[config.mk]
export PLATFORM = sky130hd
export DESIGN_NAME = ifft_butterfly_pipe
export DESIGN_NICKNAME = d
export VERILOG_FILES = /design/src/rtl/ifft_butterfly_pipe.sv
export SDC_FILE = /design/constraint.sdc
export NUM_CORES = 2
export LEC_CHECK = 0
export ABC_AREA = 1
export BUFFER_PORTS_ARGS = -buffer_cell sky130_fd_sc_hd__buf_2
export CORE_ASPECT_RATIO = 2
export CORE_UTILIZATION = 56
export CTS_CLUSTER_SIZE = 8
export DETAILED_ROUTE_END_ITERATION = 8
export PLACE_DENSITY = 0.74
export SETUP_SLACK_MARGIN = 0.05
export SYNTH_ARGS = -nofsm -noshare
export SYNTH_HDL_FRONTEND = slang
export SYNTH_SLANG_ARGS = --single-unit
[constraint.sdc]
create_clock -name clk -period 16.6 [get_ports clk]
set_input_delay 0.83 -clock clk [delete_from_list [all_inputs] [get_ports clk]]
set_output_delay 0.83 -clock clk [all_outputs]
set_load 0.1 [all_outputs]
[src/rtl/ifft_butterfly_pipe.sv]
// Three-stage radix-2 DIT butterfly for the inverse transform: twiddle capture, complex multiply,
// then add/sub with optional 1/2 scaling and saturation. The whole pipe freezes on back-pressure.
module ifft_butterfly_pipe #(
    parameter int W       = 16,
    parameter bit INVERSE = 1'b1,
    parameter bit SCALE   = 1'b0
) (
    input  logic                clk,
    input  logic                rst,
    input  logic                in_valid,
    output logic                in_ready,
    input  logic signed [W-1:0] xr,
    input  logic signed [W-1:0] xi,
    input  logic signed [W-1:0] yr,
    input  logic signed [W-1:0] yi,
    input  logic signed [W-1:0] wr,
    input  logic signed [W-1:0] wi,
    output logic                out_valid,
    input  logic                out_ready,
    output logic signed [W-1:0] out1r,
    output logic signed [W-1:0] out1i,
    output logic signed [W-1:0] out2r,
    output logic signed [W-1:0] out2i,
    output logic                ovf,
    input  logic                ovf_clr
);

    localparam logic signed [W-1:0] SMAX = {1'b0, {(W-1){1'b1}}};
    localparam logic signed [W-1:0] SMIN = {1'b1, {(W-1){1'b0}}};
    localparam logic signed [W+2:0] HI   = {3'b000, SMAX};
    localparam logic signed [W+2:0] LO   = {3'b111, SMIN};

    // Handshake: a beat moves on every edge where en is high; in_ready is en itself,
    // so an input transfers exactly when in_valid && in_ready at a rising edge.
    logic en;
    assign en       = !out_valid || out_ready;
    assign in_ready = en;

    function automatic logic signed [2*W-1:0] mul(input logic signed [W-1:0] a,
                                                  input logic signed [W-1:0] b);
        logic signed [2*W-1:0] ae;
        logic signed [2*W-1:0] be;
        ae = {{W{a[W-1]}}, a};
        be = {{W{b[W-1]}}, b};
        return ae * be;
    endfunction

    // Drops the Q1.15 fraction: arithmetic shift, rounding toward -inf.
    function automatic logic signed [W+1:0] q_shift(input logic signed [2*W:0] a);
        return a[2*W:W-1];
    endfunction

    // Returns {saturated, value}.
    function automatic logic [W:0] scale_sat(input logic signed [W+2:0] s);
        logic signed [W+2:0] v;
        v = SCALE ? {s[W+2], s[W+2:1]} : s;
        if (v > HI)      return {1'b1, SMAX};
        else if (v < LO) return {1'b1, SMIN};
        else             return {1'b0, v[W-1:0]};
    endfunction

    // Stage 1: capture operands and the effective twiddle.
    logic                s1_valid;
    logic signed [W-1:0] s1_xr, s1_xi, s1_yr, s1_yi, s1_wr, s1_wi;
    logic signed [W-1:0] wi_eff;

    always_comb begin
        wi_eff = wi;
        if (INVERSE) wi_eff = (wi == SMIN) ? SMAX : -wi;
    end

    // Stage 2: full-precision complex multiply.
    logic signed [2*W-1:0] p_rr, p_ii, p_ri, p_ir;
    logic signed [2*W:0]   acc_r, acc_i;
    logic                  s2_valid;
    logic signed [W-1:0]   s2_xr, s2_xi;
    logic signed [W+1:0]   s2_pr, s2_pi;

    always_comb begin
        p_rr  = mul(s1_yr, s1_wr);
        p_ii  = mul(s1_yi, s1_wi);
        p_ri  = mul(s1_yr, s1_wi);
        p_ir  = mul(s1_yi, s1_wr);
        acc_r = {p_rr[2*W-1], p_rr} - {p_ii[2*W-1], p_ii};
        acc_i = {p_ri[2*W-1], p_ri} + {p_ir[2*W-1], p_ir};
    end

    // Stage 3: add/sub, scale, saturate.
    logic signed [W+2:0] sum1r, sum1i, sum2r, sum2i;
    logic [W:0]          r1r, r1i, r2r, r2i;
    logic                any_sat, sat_set, sat_pend;

    always_comb begin
        sum1r   = {{3{s2_xr[W-1]}}, s2_xr} + {s2_pr[W+1], s2_pr};
        sum1i   = {{3{s2_xi[W-1]}}, s2_xi} + {s2_pi[W+1], s2_pi};
        sum2r   = {{3{s2_xr[W-1]}}, s2_xr} - {s2_pr[W+1], s2_pr};
        sum2i   = {{3{s2_xi[W-1]}}, s2_xi} - {s2_pi[W+1], s2_pi};
        r1r     = scale_sat(sum1r);
        r1i     = scale_sat(sum1i);
        r2r     = scale_sat(sum2r);
        r2i     = scale_sat(sum2i);
        any_sat = r1r[W] | r1i[W] | r2r[W] | r2i[W];
        sat_set = en && s2_valid && any_sat;
    end

    always_ff @(posedge clk or posedge rst) begin
        if (rst) begin
            s1_valid  <= 1'b0;
            s1_xr     <= '0;
            s1_xi     <= '0;
            s1_yr     <= '0;
            s1_yi     <= '0;
            s1_wr     <= '0;
            s1_wi     <= '0;
            s2_valid  <= 1'b0;
            s2_xr     <= '0;
            s2_xi     <= '0;
            s2_pr     <= '0;
            s2_pi     <= '0;
            out_valid <= 1'b0;
            out1r     <= '0;
            out1i     <= '0;
            out2r     <= '0;
            out2i     <= '0;
        end else if (en) begin
            s1_valid  <= in_valid;
            s1_xr     <= xr;
            s1_xi     <= xi;
            s1_yr     <= yr;
            s1_yi     <= yi;
            s1_wr     <= wr;
            s1_wi     <= wi_eff;
            s2_valid  <= s1_valid;
            s2_xr     <= s1_xr;
            s2_xi     <= s1_xi;
            s2_pr     <= q_shift(acc_r);
            s2_pi     <= q_shift(acc_i);
            out_valid <= s2_valid;
            out1r     <= r1r[W-1:0];
            out1i     <= r1i[W-1:0];
            out2r     <= r2r[W-1:0];
            out2i     <= r2i[W-1:0];
        end
    end

    // A saturation coinciding with ovf_clr is parked in sat_pend and lands one cycle later.
    always_ff @(posedge clk or posedge rst) begin
        if (rst) begin
            ovf      <= 1'b0;
            sat_pend <= 1'b0;
        end else if (ovf_clr) begin
            ovf      <= 1'b0;
            sat_pend <= sat_set || sat_pend;
        end else begin
            ovf      <= ovf || sat_set || sat_pend;
            sat_pend <= 1'b0;
        end
    end

endmodule
==> impl_metrics.py <==
metrics = {
    "sta": {
        "tns_ns": 0,
        "fin_skew_ns": 0.0153,
        "setup_viol": 0,
        "finalCritPeriodShare": 0.489,
        "grt_setup_unrepaired": "false",
        "period_needed_ns": 8.11,
        "maxSlewViolCount": 0,
        "fmax_mhz": 123,
        "maxSlewHeadroom": 0.314,
        "tightest_slew_ns": 1.03,
        "hold_viol": 0,
    },
    "synth": {
        "async_flop_share": 1.00,
        "ys_types": 52,
        "synth_nets": 8369,
        "synth-edff-count": 0,
        "ys.flop_type": "dfrtp_1",
        "synth-seq-cells": 233,
        "yosysWarnings": 0,
        "seq_area_frac_synth": 0.107,
        "syn_avg_cell_area_um2": 8.09,
        "netlist_area_um2": 54400,
        "synth_cells": 6717,
    },
    "floorplanning": {
        "start_util": 0.565,
        "dieArea_um2": 98400,
        "die_x_um": 222,
        "placeableCoreArea_um2": 96300,
        "rows": 161,
        "io_pins": 168,
        "die_h_um": 443,
    },
    "critical_path": {
        "worstPathRequired_ns": 16.99,
        "crit_start": "s1_yi[15]",
        "reg2reg_from": "s1_yi[15]",
        "path_class": "reg -> reg",
        "cp.arrival_ns": 8.51,
        "start_kind": "flop",
        "crit_fanout": 17,
        "cp-end-kind": "flop",
        "reg2reg_setup_slack_ns": 8.49,
        "rr_worst_depth": 24,
        "r2r_end": "s2_pi[16]",
    },
    "clock_network": {
        "clock_sinks": 233,
        "postCtsSetupRepairBufs": 0,
        "clockRootBuffer": "clkbuf_16",
        "htreeDepth": 2,
        "cts_tree": "done",
        "holdBufCountCts": 0,
        "ctsResizeCount": 0,
        "clock_latency_ns": 0.56,
        "cts.reportedPaths.clkPinSlew_ns": 0.06,
        "clock_path_buffers": 3,
        "numCtsBuffers": 36,
    },
    "detailed_routing": {
        "drt-pass1-iter-count": 5,
        "wirelength_mm": 158,
        "via_count": 42900,
        "drtIter0Drc": 3039,
        "drc": 0,
        "ant_nets": 0,
        "vias_per_cell": 5.42,
        "wire_per_inst_um": 20.0,
    },
    "finish": {
        "multi_input_area_um2": 39800,
        "drive_above_1_share": 0.0534,
        "diodes": 0,
        "ff_latch_area_um2": 5850,
        "fillers": 8635,
        "area.growth.synth_to_final_pct": 4.83,
        "final_common_cell": "inv_1",
        "fin_nets": 8328,
        "mostFrequentLayoutCells": "1983 x inv_1, 1586 x nand2_1, 1176 x fa_1, 375 x ha_1, 231 x nor2_1",
    },
    "job": {
        "max_cap_violations": 0,
    },
    "global_route": {
        "grt-ovfl-total": 0,
        "grt_use_total": 0.339,
        "antenna_found_initial": 0,
        "grt_max_degree": 123,
        "grt_pass1_vias": 48100,
        "grt_pass1_wl_mm": 253,
    },
    "status": {
        "outcome": "complete, no violations",
    },
    "place": {
        "gp_congestion": 0.967,
        "port-buffer-count": 167,
        "dp_hpwl_mm": 127,
    },
    "hold_path": {
        "hold_class": "in -> async",
    },
}
metrics by stage:
| stage | utilization | instances | hold slack (ns) | setup slack [ns] | cell area [um^2] |
|---|---|---|---|---|---|
| global route | 0.592 | 7908 | 0.449 | 8.08 | 57000 |
| global placement | 0.582 | 7860 | 0.462 | 8.63 | 56000 |
| floorplan | - | 6717 | 0.449 | 9.38 | 54400 |
| finish | 0.592 | 7908 | 0.371 | 8.49 | 57000 |
| detailed placement | 0.582 | 7860 | 0.467 | 8.56 | 56000 |
| CTS | 0.592 | 7908 | 0.401 | 8.54 | 57000 |
cell type report:
type                       count  share of cell area
clock buffer                  45              0.0169
clock inverter                 3            0.000351
inverter                    2007               0.133
multi-input combinational   4171               0.698
sequential                   233               0.103
tap                         1222              0.0268
timing repair buffer         227              0.0226
cells in the mapped netlist (all sizes together), types with 25 or more instances:
cell | number | area share
inv | 2007 | 0.14
nand2 | 1598 | 0.11
fa | 1176 | 0.43
ha | 375 | 0.086
clkbuf | 259 | 0.018
nor2 | 239 | 0.017
dfrtp | 233 | 0.11
o21ai | 210 | 0.019
a21oi | 207 | 0.019
nand3 | 112 | 0.010
xor2 | 59 | 0.0095
buf | 47 | 0.0045
xnor2 | 40 | 0.0064
nor3 | 25 | 0.0025
routing by layer:
layer  track usage  vias to the layer above  wire (um)
li1              -                    18900          -
met4         0.305                        0      17400
met3        0.0452                      801       9820
met5             0                        -          0
met2         0.608                     1921      82000
met1         0.340                    21300      48900
worst max-delay path by stage:
| stage | end | slack (ns) | depth (start not counted) |
|---|---|---|---|
| 6_report | s2_pi[16] | 8.49 | 24 |
| 5_1_grt | s2_pi[16] | 8.08 | 24 |
| 4_1_cts | s2_pi[16] | 8.54 | 24 |
| 3_5_place_dp | s2_pi[16] | 8.56 | 24 |
| 3_3_place_gp | s2_pi[16] | 8.63 | 24 |
| 2_1_floorplan | out1i[0] | 9.38 | 1 |
cell families (layout without fill, tap and decap cells):
logic type	after synthesis	count (layout)	synth area share
buffers and inverters	2313	2282	0.161
flip-flops	233	233	0.107
adder cells (fa/ha/maj)	1551	1551	0.519
XOR/XNOR	99	99	0.0159
AND/OR/NAND/NOR	2036	2036	0.148
AO/OA/AOI/OAI	485	485	0.0483
critical path, cell delays in order, from the launching register on:
cell and delay [ns]:
dfrtp_1 0.82, buf_4 0.35, nand2_1 0.43, inv_1 0.42, fa_1 0.50, fa_1 0.52
inv_1 0.05, fa_1 0.48, inv_1 0.06, fa_1 0.48, fa_1 0.56, fa_1 0.43
fa_1 0.49, inv_1 0.05, fa_1 0.48, inv_1 0.04, ha_1 0.33, a21oi_1 0.37
o21ai_0 0.19, a21oi_1 0.19, nor2_1 0.06, a2111oi_0 0.31, nand2_1 0.11, xor2_1 0.14
o21ai_0 0.08
flip-flops by register name, indices dropped and copies added, names as in the netlist, 16 cells and up:
name	count
out2i	16
s2_xr	16
s1_yr	16
out2r	16
s1_wr	16
s1_yi	16
s1_wi	16
s2_pi	18
out1i	16
out1r	16
s1_xr	16
s2_pr	18
s1_xi	16
s2_xi	16
Power is not shown: default switching activity piles up to over one toggle a cycle in this logic, so the estimate is an artifact.
